--- src/rtl/mdu_exec.sv ---
// Iterative RV32M multiply/divide unit for the execute stage.
// One operation at a time; stalls the pipeline until a one-cycle result pulse.
module mdu_exec #(
  parameter int WIDTH = 32
) (
  input  logic             clk,
  input  logic             rst,
  input  logic             mextE,
  input  logic [2:0]       funct3E,
  input  logic [WIDTH-1:0] srcAE,
  input  logic [WIDTH-1:0] srcBE,
  input  logic             flushE,
  output logic [WIDTH-1:0] mduresultE,
  output logic             mduvalidE,
  output logic             stallmduE
);

  localparam int CW = $clog2(WIDTH);
  localparam logic [CW-1:0]    LAST     = CW'(WIDTH - 1);
  localparam logic [WIDTH-1:0] MIN_VAL  = {1'b1, {(WIDTH-1){1'b0}}};
  localparam logic [WIDTH-1:0] ALL_ONES = {WIDTH{1'b1}};

  typedef enum logic [1:0] {IDLE, CALC, DONE} state_t;

  state_t             state_reg;
  logic [2:0]         op_reg;
  logic [WIDTH-1:0]   mag_a_reg;
  logic [WIDTH-1:0]   mag_b_reg;
  logic               neg_reg;
  logic [2*WIDTH-1:0] acc_reg;
  logic [WIDTH:0]     rem_reg;
  logic [CW-1:0]      cnt_reg;
  logic [WIDTH-1:0]   result_reg;
  logic               valid_reg;

  // Accept-time decode
  logic             is_div;
  logic             signed_a;
  logic             signed_b;
  logic             sign_a;
  logic             sign_b;
  logic [WIDTH-1:0] mag_a;
  logic [WIDTH-1:0] mag_b;
  logic             neg_next;
  logic             div_zero;
  logic             div_ovf;
  logic [WIDTH-1:0] special_result;

  always_comb begin
    is_div   = funct3E[2];
    signed_a = 1'b0;
    signed_b = 1'b0;
    case (funct3E)
      3'b001, 3'b100, 3'b110: begin signed_a = 1'b1; signed_b = 1'b1; end
      3'b010:                 signed_a = 1'b1;
      default: ;
    endcase
    sign_a   = signed_a & srcAE[WIDTH-1];
    sign_b   = signed_b & srcBE[WIDTH-1];
    mag_a    = sign_a ? -srcAE : srcAE;
    mag_b    = sign_b ? -srcBE : srcBE;
    // REM follows the dividend's sign; every other signed op uses the XOR
    neg_next = (funct3E == 3'b110) ? sign_a : (sign_a ^ sign_b);
    div_zero = is_div && (srcBE == '0);
    div_ovf  = is_div && !funct3E[0] && (srcAE == MIN_VAL) && (srcBE == ALL_ONES);
    special_result = '0;
    if (div_zero)
      special_result = funct3E[1] ? srcAE : ALL_ONES;
    else if (div_ovf)
      special_result = funct3E[1] ? '0 : MIN_VAL;
  end

  // One shift-add step: multiplier sits in the low half and shifts out as the
  // partial product shifts in from the top.
  logic [WIDTH:0]     mul_sum;
  logic [2*WIDTH-1:0] mul_acc_next;
  logic [2*WIDTH-1:0] mul_prod;
  logic [WIDTH-1:0]   mul_result;

  always_comb begin
    mul_sum      = {1'b0, acc_reg[2*WIDTH-1:WIDTH]} + {1'b0, (acc_reg[0] ? mag_a_reg : '0)};
    mul_acc_next = {mul_sum, acc_reg[WIDTH-1:1]};
    mul_prod     = neg_reg ? -mul_acc_next : mul_acc_next;
    mul_result   = (op_reg == 3'b000) ? mul_prod[WIDTH-1:0] : mul_prod[2*WIDTH-1:WIDTH];
  end

  // One restoring-division step: dividend shifts out of acc_reg's low half,
  // quotient bits shift in behind it.
  logic [WIDTH+1:0] div_shift;
  logic [WIDTH+1:0] div_diff;
  logic             div_ge;
  logic [WIDTH:0]   div_rem_next;
  logic [WIDTH-1:0] div_quo_next;
  logic [WIDTH-1:0] div_result;

  always_comb begin
    div_shift    = {rem_reg, acc_reg[WIDTH-1]};
    div_diff     = div_shift - {2'b00, mag_b_reg};
    div_ge       = ~div_diff[WIDTH+1];
    div_rem_next = div_ge ? div_diff[WIDTH:0] : div_shift[WIDTH:0];
    div_quo_next = {acc_reg[WIDTH-2:0], div_ge};
    if (op_reg[1])
      div_result = neg_reg ? -div_rem_next[WIDTH-1:0] : div_rem_next[WIDTH-1:0];
    else
      div_result = neg_reg ? -div_quo_next : div_quo_next;
  end

  always_ff @(posedge clk) begin
    if (rst) begin
      state_reg  <= IDLE;
      op_reg     <= '0;
      mag_a_reg  <= '0;
      mag_b_reg  <= '0;
      neg_reg    <= 1'b0;
      acc_reg    <= '0;
      rem_reg    <= '0;
      cnt_reg    <= '0;
      result_reg <= '0;
      valid_reg  <= 1'b0;
    end else if (flushE) begin
      state_reg <= IDLE;
      valid_reg <= 1'b0;
    end else begin
      case (state_reg)
        IDLE: begin
          valid_reg <= 1'b0;
          if (mextE) begin
            op_reg    <= funct3E;
            mag_a_reg <= mag_a;
            mag_b_reg <= mag_b;
            neg_reg   <= neg_next;
            cnt_reg   <= '0;
            rem_reg   <= '0;
            acc_reg   <= {{WIDTH{1'b0}}, (is_div ? mag_a : mag_b)};
            if (div_zero || div_ovf) begin
              result_reg <= special_result;
              valid_reg  <= 1'b1;
              state_reg  <= DONE;
            end else begin
              state_reg <= CALC;
            end
          end
        end
        CALC: begin
          cnt_reg <= cnt_reg + CW'(1);
          if (op_reg[2]) begin
            acc_reg[WIDTH-1:0] <= div_quo_next;
            rem_reg            <= div_rem_next;
          end else begin
            acc_reg <= mul_acc_next;
          end
          if (cnt_reg == LAST) begin
            result_reg <= op_reg[2] ? div_result : mul_result;
            valid_reg  <= 1'b1;
            state_reg  <= DONE;
          end
        end
        DONE: begin
          // The same instruction is still in EX here; never re-accept it.
          valid_reg <= 1'b0;
          state_reg <= IDLE;
        end
        default: begin
          valid_reg <= 1'b0;
          state_reg <= IDLE;
        end
      endcase
    end
  end

  assign mduresultE = result_reg;
  assign mduvalidE  = valid_reg;
  assign stallmduE  = ((state_reg == IDLE) && mextE && !flushE) || (state_reg == CALC);

endmodule
--- config.mk ---
export PLATFORM = sky130hd
export DESIGN_NAME = mdu_exec
export DESIGN_NICKNAME = d
export VERILOG_FILES = /design/src/rtl/mdu_exec.sv
export SDC_FILE = /design/constraint.sdc
export NUM_CORES = 1
export LEC_CHECK = 0
export CAP_MARGIN = 10
export CORE_MARGIN = 2
export CORE_UTILIZATION = 23
export CTS_CLUSTER_SIZE = 25
export DETAILED_ROUTE_END_ITERATION = 7
export HOLD_SLACK_MARGIN = 0.1
export PLACE_DENSITY_LB_ADDON = 0.05
export SYNTH_ARGS = -nofsm -noshare
export SYNTH_HDL_FRONTEND = slang
export SYNTH_SLANG_ARGS = --single-unit
export TNS_END_PERCENT = 20
--- constraint.sdc ---
create_clock -name clk -period 5.97 [get_ports clk]
set_input_delay 1.791 -clock clk [delete_from_list [all_inputs] [get_ports clk]]
set_output_delay 1.791 -clock clk [all_outputs]
set_load 0.01 [all_outputs]
==> metrics.md, run 1 <==
| Metric | Value |
|---|---|
| Share of layout cells above drive strength 1 | around 7.6% |
| Number of global-route vias before repair | roughly 18k |
| Status | finished, final reports clean |
| R2R depth | 22 |
| Routed Antenna Nets | 0 |
| Reg area | about 4100 um^2 |
| FP Rows | a little over 100 |
| Fin worst setup slack | around 0.37 ns |
| Power density over the cells | roughly 210 nW/um^2 |
| DRT iter0 DRCs | roughly 1.6k |
| Final Core Density | 27.5% |
| Clock transition at the registers of the reported paths | about 0.060 ns |
| Number of hold buffers added after cts | 0 |
| Fin. max-slew vios | 0 |
| Fin Clk Skew | between 0.01 and 0.015 ns |
| Max reg flops | 64 |
| Mapped cell area | 18400 um^2 |
| Max Freq | roughly 0.18 GHz |
| Power consumption | between 4 and 5 mW |
| Most frequent cells after synthesis | nor2_1 (335), nand2_1 (234), dfxtp_1 (205), clkbuf_1 (154), o21ai_0 (150) |
| Cells after Synth | roughly 2.5k |
| Predominant post-synthesis flop cell | dfxtp_1 |
| CP endpoint kind | flop |
| Dominant cells by area after synthesis | dfxtp_1 (22%), nor2_1 (6.8%), xnor2_1 (5.9%) |
| Measured slew at the worst slew-check pin | approximately 1.1 ns |
| Io pins | 105 |
| Worst IR Drop VDD | 0.000190 V |
| Yosys warning count | 0 |
| Delay-heaviest family, CP | compound AO/OA/AOI/OAI gates |
| Clock Latency Late Sink | ~0.6 ns |
| Dpl ws | about 0.044 ns |
| CP bufs+invs | 3 |
| Gpl congestion | between 0.8 and 0.9 |
| Hold Path End | acc_reg[37] |
| Hold_sp | acc_reg[37] |
| CTS tree | built |
| Multi-input logic area | roughly 13000 um^2 |
| Distinct cells, synth | between 90 and 100 |
| Crit-path cells | inv_1, ha_1, nand4_1, nor3_2, o211ai_1, a311oi_2, o21a_1, nor2_4, inv_1, nor2_1, a21oi_1, ha_1, o2111ai_1, or3_1, or4_1, a22oi_1, nand4_1, buf_4, o41ai_1, xnor2_1, a21oi_1, a211oi_1 |
| Core ar. | between 70000 and 80000 um^2 |
| Crit path launch type | flop |
| Synth Net Count | about 2.7k |
| RR Endpoint | mduresultE[28] |
| Clk buf depth | 3 |
| Root cell of the clock tree | clkbuf_16 |
| Critical Path Fanout Max | 9 |
| DR WL/cell | between 20 and 30 um |
| Critical path class | reg -> reg |
| RSZ-0062 raised after global routing | no |
| Top-area cell type share of the netlist area | between 20 and 25% |
| Die footprint | about 82000 um^2 |
| Register area share after synthesis | between 20 and 25% |
| R2R setup slack | roughly 0.37 ns |
| Setup TNS | 0 ns |
| # resized after CTS | 0 |
| Final WL | roughly 90000 um |
| Final number of hold-violating endpoints | 0 |
| Sink Count | 205 |
| Worst Hold Class | reg -> reg |
| Cts bufs inserted | 31 |
| Fillers | 8707 |
| Headroom to the max-slew limit | a little over a quarter |
| Most common cell in the netlist | nor2_1 |
| Maxcap violations | 0 |
| Synth-to-Final Area Change | 18.1% |
| Total number of vias | 19.3k |
| Syn Area/Cell | approximately 7.3 um^2 |
| Crit-path slowest cell | ha_1 |
| Register bit total from synthesis | ~200 |
| Largest area contributor in the netlist | dfxtp_1 |
| Initial Utilization | 23.3% |
| CP max stage delay | ~0.48 ns |
| Tmin final | ~5.6 ns |
| Gr ovfl total | 0 |
| WP data required | roughly 6.5 ns |
| H-tree Lvls | 1 |
| Post-route clock period utilization | 93.8% |
| Critical R2R Launch | mag_b_reg[11] |
| Initial antenna violation count | 8 |
| Final hold slack | around 0.46 ns |
| Antenna Cells | 0 |
| HPWL Detailed | approximately 73000 um |
| Final setup fails | 0 |
| Die span in y | 287 um |
| Total GRT Usage | 21.9% |
| Largest net degree at the start of global routing | 96 |
| Global-route wire length before repair | 133000 um |
| Final #Nets | 2712 |
| CP Data Arrival Time | between 6 and 7 ns |
| # DRC | 0 |
| TritonRoute pass-1 iters | 6 |
| Leak | 8.01 nW |
| Post-synth ARST share | 0% |
| Vias per std cell | roughly 5.3 |
| Port bufs | approximately 100 |
| Die X-Extent | around 290 um |
| Hold depth | 2 |
| Post-synth EDFFs | 0 |
==> how the worst max path moves through the flow <==
stage | startpoint | end | slack, ns | cells after the start
2_1_floorplan | acc_reg[31] | mduresultE[28] | 0.70 | 25
3_3_place_gp | srcBE[5] | mduresultE[2] | 0.16 | 13
3_5_place_dp | srcBE[5] | mduresultE[29] | 0.04 | 12
4_1_cts | mag_b_reg[11] | mduresultE[28] | 0.38 | 21
5_1_grt | mag_b_reg[11] | mduresultE[28] | 0.01 | 22
6_report | mag_b_reg[11] | mduresultE[28] | 0.37 | 22
==> through the flow <==
stage | cells | area (um^2)
after global routing | 3640 | 21700
after floorplan | 2534 | 18400
after CTS | 3639 | 21700
after detailed placement | 3583 | 20700
after global placement | 3583 | 20700
final | 3640 | 21700
==> tightest hold or removal path: stages, from the launching register on <==
cell and delay, ns:
dfxtp_1 0.31, nand2_1 0.05, a21oi_1 0.06
==> layer usage <==
| layer | global-route usage (%) | vias to the layer above | share of wire [%] |
|---|---|---|---|
| met5 | 0 | - | 0.014 |
| met4 | 5.42 | 2 | 2.5 |
| met3 | 2.19 | 85 | 5.3 |
| met2 | 33.3 | 565 | 43 |
| met1 | 32.9 | 9351 | 50 |
| li1 | - | 9299 | - |
==> area by class of cell <==
type / instances / share of cell area [%]
Tap cell: 1050 / 6.05
Inverter: 64 / 1.11
Multi-Input combinational cell: 2070 / 61.2
Timing Repair Buffer: 195 / 8.10
Clock inverter: 12 / 0.530
Clock buffer: 44 / 4.08
Sequential cell: 205 / 18.9
==> cell usage in the layout, fill, tap and decap left out, drive strengths merged, types with 11 or more instances in the layout <==
master	synthesis	routed
nand4	33	33
o21a	13	13
nor2b	12	12
nand3	49	49
nor4	21	21
a211oi	112	112
a21o	30	30
a22oi	61	61
inv	64	64
nand2b	31	31
o211ai	44	44
o41ai	22	22
a311oi	17	17
nor2	336	336
xor2	87	87
and2	47	47
clkdlybuf4s50	0	102
nor3	90	90
clkbuf	154	44
and3	14	14
nand2	234	234
ha	72	72
or4	15	15
mux2i	71	71
xnor2	123	123
o31ai	28	28
o21ai	159	159
a21oi	150	150
a31oi	14	14
or3	32	32
dfxtp	205	205
nor3b	11	11
buf	41	93
==> timing repair <==
action                                  CTS  global route
setup buffers                             0             1
endpoints found under the hold margin     0             0
endpoints found under the setup margin    0             3
==> logic make-up (layout without fill, tap and decap cells) <==
group                    count (synthesis)  count (layout)  synth area share (%)
AO/OA/AOI/OAI                          753             753                  27.8
XOR/XNOR                               210             210                  10.0
adder cells (fa/ha/maj)                 74              74                  5.12
buffers and inverters                  259             315                  5.66
flip-flops                             205             205                  22.3
multiplexers                            76              76                  4.17
AND/OR/NAND/NOR                        957             957                  24.9
==> power breakdown <==
group          switching (mW)  internal [mW]  total, mW
registers              0.0955           1.43       1.52
clock network           0.762           1.10       1.87
logic                   0.749          0.392       1.14
Note: power is estimated with default switching activity, not from simulation.
==> run 2, diff against run 1 <==
--- a/config.mk
+++ b/config.mk
@@ -7,7 +7,7 @@
 export LEC_CHECK = 0
 export CAP_MARGIN = 10
 export CORE_MARGIN = 2
-export CORE_UTILIZATION = 23
+export CORE_UTILIZATION = 27
 export CTS_CLUSTER_SIZE = 25
 export DETAILED_ROUTE_END_ITERATION = 7
 export HOLD_SLACK_MARGIN = 0.1
==> run 2 against run 1 <==
Effect of this change: die area decreased by 15%; non-clock buffer count shrank 17; combinational power about the same; clock power about the same; critical path type unchanged.
==> metrics.md, run 2 (same netlist as run 1, synthesis figures left out) <==
| Metric | Value |
|---|---|
| Measured slew at the worst slew-check pin | 1.10 ns (was 1.09 ns) |
| Clk buf depth | 3 (unchanged) |
| Critical R2R Launch | mag_b_reg[14] (was mag_b_reg[11]) |
| DR WL/cell | 25.3 um (was 25.4 um) |
| CP Data Arrival Time | 6.09 ns (was 6.11 ns) |
| Root cell of the clock tree | clkbuf_16 (unchanged) |
| # resized after CTS | 0 (unchanged) |
| RR Endpoint | mduresultE[28] (unchanged) |
| Tmin final | 5.59 ns (was 5.60 ns) |
| Most common cell after layout, fill and taps aside | nor2_1 (unchanged) |
| Global-route wire length before repair | 129000 um (was 133000 um) |
| Post-Layout Cell Count | 3447 (was 3640) |
| Maxcap violations | 0 (unchanged) |
| RSZ-0062 raised after global routing | yes (was no) |
| DRT iter0 DRCs | 1736 (was 1581) |
| Most frequent cells in the layout | nor2_1 (333), nand2_1 (234), dfxtp_1 (202) (was nor2_1 (331), nand2_1 (234), dfxtp_1 (203)) |
| Die X-Extent | 265 um (was 287 um) |
| Final number of hold-violating endpoints | 0 (unchanged) |
| H-tree Lvls | 1 (unchanged) |
| Power density over the cells | 210 nW/um^2 (was 209 nW/um^2) |
| Headroom to the max-slew limit | 26.2% (was 27.0%) |
| TritonRoute pass-1 iters | 5 (was 6) |
| Die span in y | 265 um (was 287 um) |
| R2R setup slack | 0.38 ns (was 0.37 ns) |
| Gr ovfl total | 0 (unchanged) |
| FP Rows | 95 (was 103) |
| Vias per std cell | 5.62 (was 5.30) |
| Crit-path slowest cell | ha_1 (unchanged) |
| Final WL | 87300 um (was 92600 um) |
| R2R depth | 21 (was 22) |
| Setup crit end | mduresultE[28] (unchanged) |
| Status | finished, final reports clean (unchanged) |
| Fin Clk Skew | 0.0152 ns (was 0.0131 ns) |
| Clock Latency Late Sink | 0.59 ns (was 0.60 ns) |
| Largest net degree at the start of global routing | 132 (was 96) |
| Placed Area | 20400 um^2 (was 20700 um^2) |
| Fin worst setup slack | 0.384 ns (was 0.373 ns) |
| Clock transition at the registers of the reported paths | 0.06 ns (about the same) |
| Total GRT Usage | 24.4% (was 21.9%) |
| Hold_sp | mag_a_reg[0] (was acc_reg[37]) |
| Core ar. | 67300 um^2 (was 79000 um^2) |
| Crit path launch type | flop (unchanged) |
| Post-route clock period utilization | 93.6% (was 93.8%) |
| Share of layout cells above drive strength 1 | 7.11% (was 7.61%) |
| Worst IR Drop VDD | 0.000256 V (was 0.000190 V) |
| Synth-to-Final Area Change | 16.5% (was 18.1%) |
| Number of global-route vias before repair | 18.9k (was 18.3k) |
| Port bufs | 104 (unchanged) |
| Crit-path cells | inv_1, ha_1, nand4_1, nor3_2, o211ai_1, a311oi_2, o21a_1, nor2_4, inv_1, nor2_1, a21oi_1, ha_1, o2111ai_1, or3_1, or4_1, a22oi_1, nand4_1, o41ai_1, xnor2_1, a21oi_1, a211oi_1 (was inv_1, ha_1, nand4_1, nor3_2, o211ai_1, a311oi_2, o21a_1, nor2_4, inv_1, nor2_1, a21oi_1, ha_1, o2111ai_1, or3_1, or4_1, a22oi_1, nand4_1, buf_4, o41ai_1, xnor2_1, a21oi_1, a211oi_1) |
| CP max stage delay | 0.44 ns (was 0.48 ns) |
| Fin. max-slew vios | 0 (unchanged) |
| Initial antenna violation count | 2 (was 8) |
| Number of hold buffers added after cts | 0 (unchanged) |
| Total number of vias | 19.4k (was 19.3k) |
| CP endpoint kind | flop (unchanged) |
| Post-CTS Setup Bufs | 0 (unchanged) |
| Final Cell Area | 21400 um^2 (was 21700 um^2) |
| Sink Count | 205 (unchanged) |
| Max reg flops | 64 (unchanged) |
| WP data required | 6.47 ns (was 6.48 ns) |
| Leak | 7.97 nW (was 8.01 nW) |
| Critical path class | reg -> reg (unchanged) |
| Max Freq | 0.179 GHz (about the same) |
| Setup TNS | 0 ns (unchanged) |
| Worst Hold Class | reg -> reg (unchanged) |
| Final #Nets | 2694 (was 2712) |
| Cts bufs inserted | 30 (was 31) |
| Io pins | 105 (unchanged) |
| Final setup fails | 0 (unchanged) |
| Routed Antenna Nets | 0 (unchanged) |
| # DRC | 0 (unchanged) |
| Post-Place Cells | 3390 (was 3583) |
| Dpl ws | 0.112 ns (was 0.0438 ns) |
| Die footprint | 70200 um^2 (was 82200 um^2) |
| Crit path launch | mag_b_reg[14] (was mag_b_reg[11]) |
| Initial Utilization | 27.3% (was 23.3%) |
| Gpl congestion | 0.911 (was 0.898) |
| Critical Path Fanout Max | 8 (was 9) |
| HPWL Detailed | 68000 um (was 73100 um) |
| CTS tree | built (unchanged) |
-- run 2: layout make-up --
cell class / instances / area, um^2
fill: 7323 / 45900
multi-input combinational: 2070 / 13300
sequential: 205 / 4110
timing repair buffer: 178 / 1670
tap: 873 / 1090
clock buffer: 45 / 938
inverter: 64 / 240
clock inverter: 11 / 87.6
antenna: 1 / 2.50
-- run 2: worst min-delay path by stage --
stage              endpoint  slack (ns)  cells after the start
6_report       mag_a_reg[0]        0.46                      2
5_1_grt         acc_reg[59]        0.48                      2
4_1_cts        mag_a_reg[0]        0.46                      2
3_5_place_dp   mag_a_reg[0]        0.45                      2
3_3_place_gp   mag_a_reg[0]        0.45                      2
2_1_floorplan  mag_a_reg[0]        0.43                      2
-- run 2: metal layers --
metal | track usage, % | vias up | share of wire [%]
met4 | 7.96 | 0 | 3.4
li1 | - | 9262 | -
met3 | 2.86 | 125 | 6.0
met2 | 36.9 | 683 | 42
met1 | 35.7 | 9311 | 49
met5 | 0 | - | 0
-- run 2: stage by stage --
stage	utilization, %	hold WS [ns]	total power [mW]
finish	31.8	0.457	4.50
global route	31.8	0.484	4.70
CTS	31.8	0.461	4.54
detailed placement	30.3	0.452	2.65
global placement	30.3	0.446	2.65
floorplan	-	0.432	2.19
-- run 2: power by group --
part / internal [mW] / switching (mW) / total [mW]
clock: 1.12 / 0.751 / 1.87
sequential: 1.43 / 0.0994 / 1.53
combinational: 0.388 / 0.721 / 1.11
-- run 2: worst max-delay path, delay by kind of cell (launching register included) --
| family | cells | cell delay (ns) |
|---|---|---|
| AOI/OAI and AO/OA | 9 | 2.21 |
| buffers and inverters | 2 | 0.27 |
| adders and majority gates | 2 | 0.66 |
| DFF | 1 | 0.34 |
| xor gates and xnor gates | 1 | 0.17 |
| and+or+nand+nor | 7 | 1.83 |
